## src/rtl/cla_nibble_seq_add_pkg.sv

```systemverilog
// Shared types and constants for the nibble-serial add/subtract unit.
package cla_nibble_seq_add_pkg;

  localparam int NIBBLE_W = 4;

  typedef enum logic [1:0] {SEQ_IDLE, SEQ_BUSY, SEQ_DONE} addseq_state_e;
  typedef enum logic {ADDOP_ADD, ADDOP_SUB} addop_e;

endpackage

```

## src/rtl/cla_nibble_seq_add_cla4badd.sv

```systemverilog
// 4-bit carry-lookahead adder slice; all carries are derived from the
// generate/propagate terms and cin directly rather than rippled.
module cla4badd (
  input  logic [3:0] a,
  input  logic [3:0] b,
  input  logic       cin,
  output logic [4:0] sum,
  output logic       cout
);

  logic [3:0] g;
  logic [3:0] p;
  logic [4:0] c;

  genvar gi;
  generate
    for (gi = 0; gi < 4; gi++) begin : g_gp
      assign g[gi]   = a[gi] & b[gi];
      assign p[gi]   = a[gi] ^ b[gi];
      assign sum[gi] = p[gi] ^ c[gi];
    end
  endgenerate

  assign c[0] = cin;
  assign c[1] = g[0] | (p[0] & cin);
  assign c[2] = g[1] | (p[1] & g[0]) | (p[1] & p[0] & cin);
  assign c[3] = g[2] | (p[2] & g[1]) | (p[2] & p[1] & g[0])
              | (p[2] & p[1] & p[0] & cin);
  assign c[4] = g[3] | (p[3] & g[2]) | (p[3] & p[2] & g[1])
              | (p[3] & p[2] & p[1] & g[0])
              | (p[3] & p[2] & p[1] & p[0] & cin);

  assign sum[4] = c[4];
  assign cout   = c[4];

endmodule

```

## src/rtl/cla_nibble_seq_add.sv

```systemverilog
// Multi-cycle XLEN-bit add/subtract that reuses one 4-bit CLA slice over
// XLEN/4 steps, least-significant nibble first, behind valid/ready handshakes.
module cla_nibble_seq_add
  import cla_nibble_seq_add_pkg::*;
#(
  parameter int XLEN = 32
) (
  input  logic            clk,
  input  logic            rst_n,
  input  logic            req_valid,
  output logic            req_ready,
  input  logic            req_op,
  input  logic [XLEN-1:0] req_a,
  input  logic [XLEN-1:0] req_b,
  input  logic            flush,
  output logic            resp_valid,
  input  logic            resp_ready,
  output logic [XLEN-1:0] resp_sum,
  output logic            resp_carry,
  output logic            resp_ovf,
  output logic            resp_zero
);

  localparam int NSTEP  = XLEN / NIBBLE_W;
  localparam int STEP_W = (NSTEP > 1) ? $clog2(NSTEP) : 1;
  localparam logic [STEP_W-1:0] LAST_STEP = STEP_W'(NSTEP - 1);

  addseq_state_e     state_q, state_d;
  logic [STEP_W-1:0] step_q, step_d;
  logic              carry_q, carry_d;
  logic [XLEN-1:0]   a_q, a_d;
  logic [XLEN-1:0]   b_q, b_d;
  logic [XLEN-1:0]   sum_q, sum_d;
  logic              resp_valid_q, resp_valid_d;
  logic              resp_carry_q, resp_carry_d;
  logic              resp_ovf_q, resp_ovf_d;
  logic              resp_zero_q, resp_zero_d;

  logic [NIBBLE_W-1:0] a_nib;
  logic [NIBBLE_W-1:0] b_nib;
  logic [NIBBLE_W:0]   slice_sum;
  logic                slice_cout;
  logic                slice_sum_msb_unused;

  // Slice operands come only from registers, never straight from the ports.
  assign a_nib = a_q[step_q*NIBBLE_W +: NIBBLE_W];
  assign b_nib = b_q[step_q*NIBBLE_W +: NIBBLE_W];

  cla4badd u_slice (
    .a    (a_nib),
    .b    (b_nib),
    .cin  (carry_q),
    .sum  (slice_sum),
    .cout (slice_cout)
  );

  assign slice_sum_msb_unused = slice_sum[NIBBLE_W];

  always_comb begin
    state_d      = state_q;
    step_d       = step_q;
    carry_d      = carry_q;
    a_d          = a_q;
    b_d          = b_q;
    sum_d        = sum_q;
    resp_valid_d = resp_valid_q;
    resp_carry_d = resp_carry_q;
    resp_ovf_d   = resp_ovf_q;
    resp_zero_d  = resp_zero_q;

    if (flush) begin
      state_d      = SEQ_IDLE;
      step_d       = '0;
      resp_valid_d = 1'b0;
    end else begin
      case (state_q)
        SEQ_IDLE: begin
          if (req_valid) begin
            a_d          = req_a;
            b_d          = (addop_e'(req_op) == ADDOP_SUB) ? ~req_b : req_b;
            carry_d      = (addop_e'(req_op) == ADDOP_SUB);
            step_d       = '0;
            resp_carry_d = 1'b0;
            resp_ovf_d   = 1'b0;
            resp_zero_d  = 1'b0;
            state_d      = SEQ_BUSY;
          end
        end
        SEQ_BUSY: begin
          sum_d[step_q*NIBBLE_W +: NIBBLE_W] = slice_sum[NIBBLE_W-1:0];
          carry_d = slice_cout;
          if (step_q == LAST_STEP) begin
            // Flags are captured on DONE entry so they hold while resp_valid is high.
            step_d       = '0;
            state_d      = SEQ_DONE;
            resp_valid_d = 1'b1;
            resp_carry_d = slice_cout;
            resp_ovf_d   = (a_q[XLEN-1] == b_q[XLEN-1]) && (sum_d[XLEN-1] != a_q[XLEN-1]);
            resp_zero_d  = ~|sum_d;
          end else begin
            step_d = step_q + 1'b1;
          end
        end
        SEQ_DONE: begin
          if (resp_ready) begin
            state_d      = SEQ_IDLE;
            resp_valid_d = 1'b0;
          end
        end
        default: begin
          state_d      = SEQ_IDLE;
          step_d       = '0;
          resp_valid_d = 1'b0;
        end
      endcase
    end
  end

  always_ff @(posedge clk or negedge rst_n) begin
    if (!rst_n) begin
      state_q      <= SEQ_IDLE;
      step_q       <= '0;
      carry_q      <= 1'b0;
      a_q          <= '0;
      b_q          <= '0;
      sum_q        <= '0;
      resp_valid_q <= 1'b0;
      resp_carry_q <= 1'b0;
      resp_ovf_q   <= 1'b0;
      resp_zero_q  <= 1'b0;
    end else begin
      state_q      <= state_d;
      step_q       <= step_d;
      carry_q      <= carry_d;
      a_q          <= a_d;
      b_q          <= b_d;
      sum_q        <= sum_d;
      resp_valid_q <= resp_valid_d;
      resp_carry_q <= resp_carry_d;
      resp_ovf_q   <= resp_ovf_d;
      resp_zero_q  <= resp_zero_d;
    end
  end

  assign req_ready  = (state_q == SEQ_IDLE);
  assign resp_valid = resp_valid_q;
  assign resp_sum   = sum_q;
  assign resp_carry = resp_carry_q;
  assign resp_ovf   = resp_ovf_q;
  assign resp_zero  = resp_zero_q;

endmodule

```

## config.mk

```make
export PLATFORM = sky130hd
export DESIGN_NAME = cla_nibble_seq_add
export DESIGN_NICKNAME = d
export VERILOG_FILES = /design/src/rtl/cla_nibble_seq_add_pkg.sv /design/src/rtl/cla_nibble_seq_add_cla4badd.sv /design/src/rtl/cla_nibble_seq_add.sv
export SDC_FILE = /design/constraint.sdc
export NUM_CORES = 1
export LEC_CHECK = 0
export CORE_UTILIZATION = 53
export CTS_CLUSTER_DIAMETER = 150
export DETAILED_ROUTE_END_ITERATION = 6
export PLACE_DENSITY = 0.79
export SLEW_MARGIN = 20
export SYNTH_ARGS = -nofsm -noshare
export SYNTH_HDL_FRONTEND = slang
export SYNTH_SLANG_ARGS = --single-unit
```

## constraint.sdc

```tcl
create_clock -name clk -period 3.96 [get_ports clk]
set_input_delay 0.99 -clock clk [delete_from_list [all_inputs] [get_ports clk]]
set_output_delay 0.99 -clock clk [all_outputs]
set_load 0.005 [all_outputs]
```

# --- After elaboration in Yosys (flattened, before gate mapping) ---
# Index checks and enable logic that the tools add are counted.
classes:
  n_addsub: 2
  n_eq_ne: 12
  shifts: 4
  n_mux: 24
  bitwise: 40
  reduce_logical: 12
ops:
  columns: ["operator", "n"]
  rows:
  - ["indexed part select 32 x 6 -> 4 bit", 2]
  - ["negation 5 -> 34 bit", 1]
  - ["variable shift 4 x 34 -> 32 bit, first input constant", 1]
  - ["indexed part select 4 x 34 -> 32 bit", 1]
  - ["bitwise mux 32 bit", 1]
  - ["2-to-1 mux 32 bit", 1]
  - ["inverter 32 bit", 1]
  - ["OR reduction 32 bit", 1]
  - ["AND 1 bit", 20]
  - ["AND reduction 3 bit", 4]
  - ["OR 1 bit", 10]
  - ["2-to-1 mux 3 bit", 3]
  - ["case mux 3 bit (3 select lines)", 1]
  - ["2-to-1 mux 1 bit", 8]
  - ["2-to-1 mux 2 bit", 4]
  - ["case mux 1 bit (2 select lines)", 4]
  - ["XOR 1 bit", 8]
  - ["inequality test 2 bit, second input constant", 3]
  - ["inequality test 3 bit, second input constant", 2]
  - ["case mux 2 bit (3 select lines)", 1]
  - ["AND reduction 2 bit", 2]
  - ["AND reduction 4 bit", 1]
  - ["adder 3 x 1 -> 3 bit, second input constant", 1]
  - ["== test 3 bit, second input constant", 1]
  - ["other kinds (12)", 12]
word_totals:
  ff_bits: 106
  inputBits: 70
  output_inout_bits: 37
  word_cells: 104

# --- Longest topological paths before layout ---
logic_depth:
  word_depth: 13
  mapped_depth: 12
  mapped_depth_nobuf: 10

# --- By module ---
# Synthesis repeated with hierarchy kept, for this count alone.
unflattened:
  hier_cells: 479
  hier_area_um2: 5456.5
modules_own_cells:
  columns: ["mod", "n_inst", "cells_per_inst", "area_per_inst_um2", "seq_area_each_um2"]
  rows:
  - ["cla_nibble_seq_add", 1, 460, 5297.6, 2652.5]
  - ["cla4badd", 1, 19, 158.9, 0.0]

# --- Worst setup path after synthesis ---
# Ideal clock, no wire load.
synth_timing:
  path_kind: "flip-flop to flip-flop"
  start: "reg step_q[0]"
  end: "reg sum_q[7] (netlist: resp_sum[7])"
  setup_ns: 0.125
  arrival_ns: 3.025
  t_required_ns: 3.835
  path_slack_ns: 0.810
  path_stages_with_launch: 13
  n_path_buf: 2
  period_less_slack_ns: 3.150
  path_cell_list: "dfrtp_1 buf_2 buf_2 mux4_2 nand2_1 nand2_1 ha_1 a21o_1 a21o_1 a21o_1 xnor2_2 nor2_1 mux2_2"
synth_via:
  elab_chain_len: 9
  elab_cells_between_ends: 32
  cone_classes: "add/sub (1); shift (4); mux (1); bitwise (26)"
synth_rtl:
  columns: ["item", "line_no", "source"]
  rows:
  - ["start, declared", "cla_nibble_seq_add.sv:29", "logic [STEP_W-1:0] step_q, step_d;"]
  - ["start signal, assigned", "cla_nibble_seq_add.sv:133", "step_q <= step_d;"]
  - ["indexed part select 32 x 6 -> 4 bit (on tied branches)", "cla_nibble_seq_add.sv:46, cla_nibble_seq_add.sv:47", null]
  - ["XOR 1 bit / AND 1 bit (equally long branches)", "cla_nibble_seq_add_cla4badd.sv:19, cla_nibble_seq_add_cla4badd.sv:18", null]
  - ["AND 1 bit (on tied branches)", "cla_nibble_seq_add_cla4badd.sv:27, cla_nibble_seq_add_cla4badd.sv:28", null]
  - ["OR 1 bit, or another cell as far along", "cla_nibble_seq_add_cla4badd.sv:27", "assign c[3] = g[2] | (p[2] & g[1]) | (p[2] & p[1] & g[0])"]
  - ["OR 1 bit / AND 1 bit (equally long branches)", "cla_nibble_seq_add_cla4badd.sv:27, cla_nibble_seq_add_cla4badd.sv:28", null]
  - ["OR 1 bit", "cla_nibble_seq_add_cla4badd.sv:28", "| (p[2] & p[1] & p[0] & cin);"]
  - ["XOR 1 bit", "cla_nibble_seq_add_cla4badd.sv:20", "assign sum[gi] = p[gi] ^ c[gi];"]
  - ["indexed part select 4 x 34 -> 32 bit", "cla_nibble_seq_add.sv:90", "sum_d[step_q*NIBBLE_W +: NIBBLE_W] = slice_sum[NIBBLE_W-1:0];"]
  - ["bitwise mux 32 bit (*)", "cla_nibble_seq_add.sv:90", null]
  - ["end signal, assigned", "cla_nibble_seq_add.sv:137", "sum_q <= sum_d;"]
  - ["end, declared", "cla_nibble_seq_add.sv:33", "logic [XLEN-1:0] sum_q, sum_d;"]
# Mark *: on every way between the ends. The rest lies on a longest branch, timed or not.
# A chain may end at the register's enable or synchronous reset.

# --- Worst setup path in the final report ---
layout_timing:
  start: "reg step_q[0]"
  end: "reg sum_q[23] (netlist: resp_sum[23])"
# The elaborated chain is that of the path after synthesis.

==> metrics <==
floorplan die height=105 um; Post-synth EDFFs=0; highest metal layer with signal wires=met4; clk slew on worst S/H paths=110 ps; DRT Wirelength=12,800 um; startpoint class of the critical path=flop; count of instances resized after the clock tree is built=0; wire length of the first global-routing pass=21,700 um; post-route clock skew=11.0 ps; H-tree depth=3; unrepaired setup endpoints after global routing=false; worst-case vdd ir drop=0.269 mV; number of nets produced by synthesis=605; Chip Width=105 um; setup TNS=0 ps; die footprint=0.0110 sq mm; remaining routing DRC violations=0; async set-or-reset flop fraction in the synthesized netlist=1.00; number of I/O port buffers=106; maximum clock rate=283 MHz; insertion delay of the later-clocked pin in the worst-skew pair=370 ps; pin count of the biggest net entering global routing=97; ranking of synthesized cells by instance count=dfrtp_1, nor2_1, nand2_1; Overflow after GRT=0; maximum fanout encountered on the critical timing path=12; Synth area leaders=dfrtp_1, mux2_2, mux4_2; cell type with the largest total area after synthesis=dfrtp_1; Static Leakage=2.84 nW; number of sinks driven by the clock tree=106; Detailed Place HPWL=9720 um; post-layout minimum cycle time=3540 ps; worst slew slack as a fraction of its limit=0.432; Synth-to-Final Area Change=24.4%; post-synthesis sequential area ratio=0.472; met2 wire length=6430 um; vias in the first global route=4,301; endpoint required time on the critical path=4220 ps; worst path arrival time=3800 ps; final antenna-violating net count=0; count of cell types in the netlist=61; Core Footprint=0.0103 sq mm; routed wl met3=590 um; Top Ports=107; Hold Crit Class=flop to flop; final non-filler cell total=759; Clk Tree Root Cell=clkbuf_8; type of element capturing the critical path=flop; overall power=2.81 mW; count of antenna diodes in the layout=0; post-detailed-route wirelength per cell=16.9 um; std cell rows=37; PD cells=402 mW/mm^2; initial antenna violation count=0; final-stage net count=701; fill cell count=801; number of buffers inserted to repair setup after CTS=0; Yosys warning total=0; global routing usage summed across all routing layers=0.251; flops & latches, synth=106; final cycle utilization of the critical path=0.894; transition time of the tightest slew-check pin=853 ps; synthesized cell area=0.00562 sq mm; Pins Over Slew Limit=0; number of setup violations in the final report=0; most used standard cell by instance count after synthesis=dfrtp_1; drt first pass iters=4; CTS tree=done; CTS Buf Count=9; Hold Worst Slack=511 ps; share of cells above drive strength 1=0.161; via/cell ratio=5.66; maximum buffer depth of the clock tree=2; Placed Instances=743; cell count after synthesis=522; GP Congestion=0.921; CP Class=flop to flop; final-report hold violation count=0; number of vias in the routed layout=4,298; violation count after the first detailed-route iteration=241; outcome=completed; MaxCap Viol Count=0; Primary FF master, synth=dfrtp_1; initial core utilization=0.545; top-area cell type share of the netlist area=0.472; Post-CTS Hold Fix Bufs=0; routed metal-1 wire length=5580 um; Avg Cell Area, Syn=10.8 sq um
kinds of logic (layout without fill, tap and decap cells):
kind of cell               after synthesis  after routing  share of synthesized area
and+or+nand+nor                        155            155                      0.128
muxes                                   70             70                      0.171
AOI/OAI and AO/OA                      104            104                      0.111
DFF                                    106            106                      0.472
adders and majority gates               13             13                     0.0303
buffers and inverters                   37            138                     0.0287
xor gates and xnor gates                37             37                     0.0590
report_power, final:
part / leakage [nW] / total [mW] / switching (mW) / internal [mW]
clock: 0.0937 / 0.638 / 0.385 / 0.253
combinational: 1.45 / 0.828 / 0.416 / 0.411
sequential: 1.30 / 1.35 / 0.110 / 1.24
total: 2.84 / 2.81 / 0.912 / 1.90
layer usage:
layer | vias to the layer above | track usage
met5 | - | 0
met3 | 19 | 0.0430
li1 | 2045 | -
met4 | 0 | 0.0785
met1 | 2080 | 0.329
met2 | 154 | 0.425
final timing paths:
check	startpoint	end	slack, ps	cells past startpoint
max in group asynchronous	rst_n	b_q[15]	2610	2
setup reg to reg	step_q[0]	resp_sum[23]	420	10
hold / removal	resp_sum[17]	resp_sum[17]	510	2
min in group asynchronous	rst_n	resp_sum[12]	610	1
setup / recovery	step_q[0]	resp_sum[23]	420	10
hold reg to reg	resp_sum[17]	resp_sum[17]	510	2
worst max-delay path, stage by stage (launching register included):
cell,delay (ps)
dfrtp_1,780
buf_4,310
mux4_2,520
nand2_1,80
nand2_1,60
ha_1,360
a21o_1,190
a21o_1,210
xnor2_2,490
nor2_1,140
mux2_2,290
placed cells by master, fill, tap and decap left out, types with 2 or more instances in the layout:
cell type	synthesis	final
nor3_1	7	7
or4_1	2	2
nand3_1	4	4
dfrtp_1	106	106
mux2_2	49	49
nor4_1	3	3
o31ai_1	3	3
a22oi_1	3	3
xor2_1	2	2
mux2i_1	4	4
clkdlybuf4s50_1	0	104
o21ai_0	27	27
mux4_2	16	16
nand3b_1	3	3
a21o_1	5	5
xnor2_1	34	34
nor2_1	57	57
nand4_1	2	2
o21ai_1	2	2
nor2b_1	2	2
a2bb2oi_1	2	2
inv_6	0	3
nand2b_1	3	3
ha_1	12	12
or3_1	3	3
a31oi_1	5	5
buf_4	0	8
nand2_1	53	53
a21oi_1	41	41
and2_1	3	3
inv_1	7	7
o2111ai_1	2	2
and3_1	2	2
clkbuf_8	0	10
buf_12	0	2
nor3b_1	3	3
flip-flops by register name (all words and copies together) (netlist names):
register and cells:
a_q 32, b_q 32, carry_q 1, resp_carry 1, resp_ovf 1, resp_sum 32
resp_valid 1, resp_zero 1, state_q 2, step_q 3
stage by stage:
| step | area (sq um) | utilization | setup slack [ps] |
|---|---|---|---|
| finish | 7000 | 0.678 | 422 |
| global route | 7000 | 0.678 | 204 |
| CTS | 7000 | 0.678 | 400 |
| detailed placement | 6810 | 0.660 | 443 |
| global placement | 6810 | 0.660 | 550 |
| floorplan | 5620 | - | 810 |
area by class of cell:
class,count,area (sq um),share of cell area
clock buffer,10,138,0.0197
clock inverter,6,47.5,0.00680
inverter,7,26.3,0.00376
multi-input combinational,379,2820,0.402
sequential,106,2650,0.379
tap,136,170,0.0243
timing repair buffer,115,1150,0.164
Note: power is estimated with default switching activity, not from simulation.
